`src/rtl/bcd2bin.sv`:
```
// bcd2bin: serial BCD-to-binary converter (reverse double-dabble).
// A packed BCD word is loaded on start. Each following clock shifts it right
// by one bit and corrects every digit that reached 8 or more by subtracting 3.
// The bit shifted out is the next binary result bit, LSB first.
// Optional feature macro: BCD2BIN_DIGIT_CHECK_EN. When it is defined, a load
// containing a digit above 9 is rejected and digitErr is raised.
module bcd2bin #(
  parameter int DIGITS = 4,
  parameter int BIN_W  = 14
) (
  input  logic                  clock,
  input  logic                  reset,
  input  logic                  start,
  input  logic [4*DIGITS-1:0]   bcdIn,
  output logic                  busy,
  output logic                  binStream,
  output logic                  binValid,
  output logic                  done,
  output logic [BIN_W-1:0]      bin,
  output logic                  digitErr
);

  localparam int W     = 4 * DIGITS;
  localparam int CNT_W = $clog2(W + 1);

  typedef enum logic [0:0] {
    S_IDLE = 1'b0,
    S_CONV = 1'b1
  } state_t;

  state_t             r_state;
  logic [W-1:0]       r_bcd;
  logic [W-1:0]       r_bin;
  logic [CNT_W-1:0]   r_cnt;
  logic               r_busy;
  logic               r_stream;
  logic               r_valid;
  logic               r_done;
  logic [BIN_W-1:0]   r_bin_out;

  logic [W-1:0]       w_shift;
  logic [W-1:0]       w_bcd_next;
  logic [W-1:0]       w_bin_next;
  logic               w_bit;
  logic               w_last;
  logic               w_unused_bin;

  // Digit correction after the right shift: any digit >= 8 loses 3, per digit,
  // with no borrow propagating into the neighbouring digit.
  function automatic logic [W-1:0] f_adjust(input logic [W-1:0] v);
    logic [W-1:0] res;
    logic [3:0]   d;
    res = v;
    for (int i = 0; i < DIGITS; i++) begin
      d = v[4*i +: 4];
      if (d >= 4'd8) begin
        res[4*i +: 4] = d - 4'd3;
      end else begin
        res[4*i +: 4] = d;
      end
    end
    return res;
  endfunction

  assign w_bit      = r_bcd[0];
  assign w_shift    = {1'b0, r_bcd[W-1:1]};
  assign w_bcd_next = f_adjust(w_shift);
  assign w_bin_next = {w_bit, r_bin[W-1:1]};
  assign w_last     = (r_cnt == CNT_W'(W - 1));

  // The LSB of the partial result is always shifted out and never read again.
  assign w_unused_bin = r_bin[0];

`ifdef BCD2BIN_DIGIT_CHECK_EN
  logic r_derr;
  logic w_bad;

  // True when any packed digit holds a non-decimal code (10..15).
  function automatic logic f_bad_digit(input logic [W-1:0] v);
    logic bad;
    bad = 1'b0;
    for (int i = 0; i < DIGITS; i++) begin
      if (v[4*i +: 4] > 4'd9) begin
        bad = 1'b1;
      end else begin
        bad = bad;
      end
    end
    return bad;
  endfunction

  assign w_bad    = f_bad_digit(bcdIn);
  assign digitErr = r_derr;
`else
  assign digitErr = 1'b0;
`endif

  // Control FSM and datapath: load on start, one reverse double-dabble step per CONV edge.
  always_ff @(posedge clock) begin
    if (reset) begin
      r_state   <= S_IDLE;
      r_bcd     <= '0;
      r_bin     <= '0;
      r_cnt     <= '0;
      r_busy    <= 1'b0;
      r_stream  <= 1'b0;
      r_valid   <= 1'b0;
      r_done    <= 1'b0;
      r_bin_out <= '0;
`ifdef BCD2BIN_DIGIT_CHECK_EN
      r_derr    <= 1'b0;
`endif
    end else begin
      case (r_state)
        S_IDLE: begin
          r_done   <= 1'b0;
          r_valid  <= 1'b0;
          r_stream <= 1'b0;
          if (start) begin
`ifdef BCD2BIN_DIGIT_CHECK_EN
            if (w_bad) begin
              // Rejected load: report completion with a zero result, no conversion.
              r_derr    <= 1'b1;
              r_done    <= 1'b1;
              r_bin_out <= '0;
            end else begin
              r_derr  <= 1'b0;
              r_bcd   <= bcdIn;
              r_bin   <= '0;
              r_cnt   <= '0;
              r_busy  <= 1'b1;
              r_state <= S_CONV;
            end
`else
            r_bcd   <= bcdIn;
            r_bin   <= '0;
            r_cnt   <= '0;
            r_busy  <= 1'b1;
            r_state <= S_CONV;
`endif
          end else begin
            r_busy <= 1'b0;
          end
        end
        S_CONV: begin
          r_bcd    <= w_bcd_next;
          r_bin    <= w_bin_next;
          r_stream <= w_bit;
          r_valid  <= 1'b1;
          r_cnt    <= r_cnt + CNT_W'(1);
          if (w_last) begin
            r_bin_out <= w_bin_next[BIN_W-1:0];
            r_done    <= 1'b1;
            r_busy    <= 1'b0;
            r_state   <= S_IDLE;
          end else begin
            r_done    <= 1'b0;
            r_busy    <= 1'b1;
          end
        end
        default: begin
          r_state <= S_IDLE;
          r_busy  <= 1'b0;
          r_valid <= 1'b0;
          r_done  <= 1'b0;
        end
      endcase
    end
  end

  assign busy      = r_busy;
  assign binStream = r_stream;
  assign binValid  = r_valid;
  assign done      = r_done;
  assign bin       = r_bin_out;

endmodule

```
`config.mk`:
```
export PLATFORM = sky130hd
export DESIGN_NAME = bcd2bin
export DESIGN_NICKNAME = d
export VERILOG_FILES = /design/src/rtl/bcd2bin.sv
export SDC_FILE = /design/constraint.sdc
export NUM_CORES = 1
export LEC_CHECK = 0
export ABC_AREA = 1
export CAP_MARGIN = 20
export CORE_ASPECT_RATIO = 0.8
export CORE_MARGIN = 2
export CORE_UTILIZATION = 57
export DETAILED_ROUTE_END_ITERATION = 10
export PLACE_DENSITY = 0.82
export REMOVE_ABC_BUFFERS = 1
export SLEW_MARGIN = 15
export SYNTH_ARGS = -nofsm -noshare
export SYNTH_HDL_FRONTEND = slang
export SYNTH_SLANG_ARGS = --single-unit
export TNS_END_PERCENT = 5
```
`constraint.sdc`:
```
create_clock -name clock -period 3.45 [get_ports clock]
set_input_delay 0.5175 -clock clock [delete_from_list [all_inputs] [get_ports clock]]
set_output_delay 0.5175 -clock clock [all_outputs]
set_load 0.01 [all_outputs]
```
==> run metrics, run 1 <==
worst rel slew slack 0.496; antenna cell count 0; depth of the critical timing path with buffers and inverters included 4; setup slack, reg-to-reg ~1600 ps; GRT Util Overall 0.209; vias in the first global route between 1500 and 2000; violation count after the first detailed-routing iteration ~120; H-tree depth reported by CTS 2; total negative slack 0 ps; Yosys warnings 0; maximum ir drop on the vdd rail 0.302 mV; Main synth FF type dfxtp_1; crit path launch type input port; ratio of cells with drive above 1 in the final layout 0.101; proportion of netlist area held by the largest area contributor 0.442; mapped cell area 2440 µm²; setup repair after global routing missed its margin false; Post-synth ARST share 0; cell at the slowest stage of the critical path clkdlybuf4s50_1; Clock Pin Slew Worst Setup and Hold Paths around 90 ps; TritonCTS clock tree yes; FF+latch count, synth 54; clock insertion delay at the later pin of the skew report between 300 and 400 ps; Hold Path Stages 2; count of vias placed by the detailed router 2017; delay of the slowest cell on the worst path 730 ps; Critical path buffers and inverters 2; Post-synth top cells nand2_1, dfxtp_1, nand3_1; upper clock frequency limit a little under 0.5 GHz; endpoint required time on the critical path 3700 ps; Routed WL per cell 11.6 µm; placeable core area slightly above 4000 µm²; P&R area growth vs syn 17.6%; Total Die Area 4830 µm²; total power after layout about 1.2 mW; initial antenna violation count 0; width of the chip slightly below 80 µm; total congestion overflow after global routing 0; power density over cell area 420 nW/µm²; share of the yosys chip area belonging to registers 0.442; P_leak around 1.2 nW; placer congestion estimate 0.761; detailed-route vias per instance 5.02; antenna-violating nets left 0; number of fill cells approximately 380; result of the run finished, final reports clean; Max-Cap Viols 0; type of element capturing the critical path flop; post-layout minimum cycle time slightly above 2000 ps; library cell with the highest instance count after synthesis nand2_1; number of pins with negative max-slew slack in the final report 0; wire length of the first global-routing pass 8180 µm; clk sink count 54; first-pass iteration count of the detailed router 4; number of hold buffers added after CTS 0; Placement Rows 21; Starting Density 0.589; half-perimeter wire length of the detailed placement result 3150 µm; critical path type in -> reg; Cell Chain, Critical Path clkdlybuf4s50_1 > inv_2 > nand2_1 > o22ai_2; Setup Viol. Count Final 0; root buffer selected by CTS clkbuf_8; maximum number of pins on one net before global-route repair 42; top cells by area, synth dfxtp_1, nand2_1, nand3_1; critical path data arrival time between 2000 and 2500 ps; largest fanout of any net on the critical path 41; number of cells upsized or downsized after cts 0; CTS Buf Count 5; routed wire length between 4000 and 5000 µm; boundary pin count 38; Gate Count Post-Synth approximately 320; Buffers on Ports 36; number of DRC violations after detailed routing 0; share of the cycle needed by the critical path after routing 0.586; number of nets in the final layout ~370; Max clock buf depth 2; CP delay by family, top buffers and inverters; Vert. Die Dim between 60 and 70 µm; worst slew pin tran 754 ps; number of distinct library cells after synthesis 28; Post-CTS Setup Bufs 0; number of enable flip-flop cells after synthesis 0; most area-hungry cell type in the Yosys netlist dfxtp_1; average footprint of a synthesized cell 7.68 µm²; count of endpoints failing hold in the final timing report 0; worst clock skew 2.75 ps; Worst Reg2Reg Path Length in Cells 5; HP Class reg -> reg
flip-flops by register name (all words and copies together) (netlist names):
| register | flops |
|---|---|
| done | 1 |
| busy | 1 |
| r_bcd | 16 |
| binValid | 1 |
| r_bin | 15 |
| r_cnt | 5 |
| binStream | 1 |
| bin | 14 |
report_power, final:
group | switching, mW | internal [mW]
clock network | 0.210 | 0.218
logic | 0.0682 | 0.0493
registers | 0.0210 | 0.640
total | 0.299 | 0.907
routing by layer:
layer  up-vias  wire length [µm]  track usage  part of all wire
met3         4               223       0.0390             0.048
li1       1054                 -            -                 -
met5         -                 0            0                 0
met4         0                38       0.0737            0.0081
met1       918              2240        0.268              0.48
met2        41              2180        0.354              0.47
cell families after synthesis:
| kind of cell | Yosys count | synth area share |
|---|---|---|
| DFF | 54 | 0.442 |
| AOI/OAI and AO/OA | 40 | 0.114 |
| buffers and inverters | 56 | 0.111 |
| adders and majority gates | 8 | 0.0410 |
| and+or+nand+nor | 156 | 0.280 |
| xor gates and xnor gates | 3 | 0.0108 |
| other | 1 | 0.00153 |
cell usage in the layout (no fill, tap or decap):
cell	netlist	routed
inv_6	0	1
o22ai_2	1	1
buf_4	2	1
inv_1	34	34
clkdlybuf4s50_1	0	36
o21ai_0	7	7
dfxtp_1	54	54
nor2_4	1	1
nand3_1	45	45
nand2_1	81	81
clkinv_2	0	1
o21ai_1	6	6
inv_4	2	2
nor2_8	1	1
nor2_2	1	1
nand2b_1	1	1
a21oi_1	6	6
nand4_1	1	1
and3_1	1	1
a22oi_1	2	2
o21ai_2	17	17
inv_2	2	2
o31ai_1	1	1
nor2_1	23	23
nand2_4	1	1
bufinv_16	0	1
xor2_1	3	3
conb_1	1	1
clkbuf_8	0	5
ha_1	8	8
worst min-delay path: cells and delay by family, from the launching register on:
family | cells | cell delay [ps]
and+or+nand+nor | 1 | 70
AOI/OAI and AO/OA | 1 | 50
DFF | 1 | 320
worst paths after layout:
check,start,end
setup reg to reg,r_cnt[0],bin[13]
setup / recovery,reset,r_bin[1]
hold / removal,r_bin[2],r_bin[2]
hold reg to reg,r_bin[2],r_bin[2]
cell type report:
class                      count  area (µm²)  share of cell area
clock buffer                   5        68.8              0.0240
clock inverter                 3        43.8              0.0152
inverter                      38         148              0.0514
multi-input combinational    208        1090               0.380
sequential                    54        1080               0.376
tap                           57        71.3              0.0248
timing repair buffer          37         368               0.128
per-stage QoR:
step / cell area (µm²) / util / hold WS, ps / instances / setup WS [ps]
finish: 2870 / 0.692 / 480 / 402 / 1430
global route: 2870 / 0.692 / 511 / 402 / 1280
CTS: 2870 / 0.692 / 485 / 402 / 1440
detailed placement: 2760 / 0.665 / 471 / 394 / 1090
global placement: 2760 / 0.665 / 460 / 394 / 1130
floorplan: 2320 / - / 440 / 300 / 1940
Power figures use the tool's default switching activity.
==> run 2, diff against run 1 <==
CORE_UTILIZATION = 48   (was 57)
PLACE_DENSITY = 0.73   (was 0.82)
clock period = 1.65 ns   (was 3.45 ns; I/O delays follow)
==> run 2 against run 1 <==
Compared with the run above:
- cell area is 3.9% higher
- critical path depth shrank 3
- register-to-register slack got worse by 1500 ps
- non-clock buffer count increased by 13
- sequential power grew 110%
- die area is 18% higher
- clock skew grew 4.3 ps
- power is 100% higher
- critical path type is now reg -> out
==> run metrics, run 2 (same netlist as run 1, synthesis figures left out) <==
result of the run finished, final reports clean; clock insertion delay at the later pin of the skew report about 310 ps; width of the chip between 80 and 90 µm; largest register by flop count r_bcd; number of DRC violations after detailed routing 0; detailed-route vias per instance ~4.7; Placement Rows 23; clock network fraction of design power 0.317; first-pass iteration count of the detailed router 4; type of element capturing the critical path output port; critical path data arrival time 1280 ps; Max-Cap Viols 0; initial antenna violation count 0; P&R area growth vs syn 22.2%; total negative slack 0 ps; share of the cycle needed by the critical path after routing 0.928; antenna cell count 0; H-tree depth reported by CTS 2; Post-Place Setup Slack about 92 ps; delay of the slowest cell on the worst path between 500 and 600 ps; violation count after the first detailed-routing iteration 127; standard cell area after detailed placement a little under 3000 µm²; area taken by multi-input logic gates ~1100 µm²; cell at the slowest stage of the critical path clkdlybuf4s50_1; Setup Viol. Count Final 0; antenna-violating nets left 0; leading cell type in the layout, fill and taps excluded nand2_1; Vert. Die Dim between 60 and 70 µm; TritonCTS clock tree yes; Register Area about 1100 µm²; post-layout minimum cycle time 1530 ps; wire length of the first global-routing pass slightly above 8000 µm; P_leak 1.26 nW; endpoint required time on the critical path around 1400 ps; CTS Buf Count 5; combinational share of power 0.116; CP delay by family, top buffers and inverters; GRT Util Overall 0.178; placer congestion estimate ~0.79; register share of total power 0.567; Buffers on Ports 36; total power after layout between 2 and 2.5 mW; Post-CTS Setup Bufs 0; Max clock buf depth 2; upper clock frequency limit between 0.6 and 0.7 GHz; crit path launch type flop; total congestion overflow after global routing 0; critical path type reg -> out; switching power total slightly above 0.6 mW; internal cell power roughly 1.8 mW; Routed WL per cell between 10 and 15 µm; PnR worst setup slack between 100 and 150 ps; half-perimeter wire length of the detailed placement result 3460 µm; switching power as a share of total power 0.256; vias in the first global route between 1500 and 2000; power density over cell area approximately 800 nW/µm²; Clock Pin Slew Worst Setup and Hold Paths around 90 ps; setup repair after global routing missed its margin false; number of nets in the final layout 384; maximum number of pins on one net before global-route repair 33; largest fanout of any net on the critical path 7; most frequent cells in the layout nand2_1, dfxtp_1, nand3_1, clkdlybuf4s50_1, inv_1; Critical path buffers and inverters 1; Total Die Area 5680 µm²; boundary pin count 38; Cell Chain, Critical Path clkdlybuf4s50_1; routed wire length between 4000 and 5000 µm; root buffer selected by CTS clkbuf_8; Starting Density 0.494; ratio of cells with drive above 1 in the final layout 0.137; count of vias placed by the detailed router 1990; count of endpoints failing hold in the final timing report 0; number of pins with negative max-slew slack in the final report 0; final instance area 2990 µm²; Largest register FFs 16; placeable core area approximately 4900 µm²; number of fill cells between 400 and 500; clk sink count 54; worst clock skew 7.07 ps; HP Class reg -> reg; maximum ir drop on the vdd rail 0.531 mV
## run 2: changes by cell type in the layout (fill, tap and decap cells not counted), sizes merged
cell	change
buf	+13
bufinv	-1
clkbuf	+1
clkinvlp	+1
inv	-1
## run 2: final cells by class
class | count | share of cell area
Clock buffer | 6 | 0.0277
Multi-Input combinational cell | 208 | 0.366
Timing Repair Buffer | 50 | 0.164
Inverter | 38 | 0.0495
Clock inverter | 2 | 0.00419
Tap cell | 62 | 0.0260
Sequential cell | 54 | 0.363
## run 2: worst paths after layout
check	endpoint	from	cells past startpoint	slack [ps]
max reg2reg	bin[2]	r_cnt[0]	7	170
min reg2reg	r_bcd[15]	r_bcd[15]	2	470
max	busy	busy	1	120
min	r_bcd[15]	r_bcd[15]	2	470
## run 2: metrics by stage
step	instances	utilization	hold WS [ps]
floorplan	300	-	317
CTS	420	0.603	475
finish	420	0.603	473
global placement	412	0.584	455
detailed placement	412	0.584	460
global route	420	0.603	500
## run 2: worst min-delay path, cell delays in order, from the launching register on
cell,delay (ps)
dfxtp_1,320
nand2_1,60
a21oi_1,60
## run 2: per-layer routing
| layer | track usage | share of wire |
|---|---|---|
| met5 | 0 | 0 |
| met4 | 0.0544 | 0.013 |
| met3 | 0.0338 | 0.031 |
| met2 | 0.303 | 0.47 |
| met1 | 0.235 | 0.49 |
## run 2: power by group through the flow
stage | sequential [mW] | clock, mW | combinational [mW]
finish | 1.38 | 0.771 | 0.282
global route | 1.38 | 0.825 | 0.320
CTS | 1.38 | 0.784 | 0.284
detailed placement | 1.41 | 0 | 0.283
global placement | 1.41 | 0 | 0.279
floorplan | 1.41 | 0 | 0.144
## run 2: timing repair
| item | in CTS | in global routing |
|---|---|---|
| resized for setup | 1 | 0 |
| endpoints found under the setup margin | 1 | 0 |
| hold buffers | 0 | 0 |
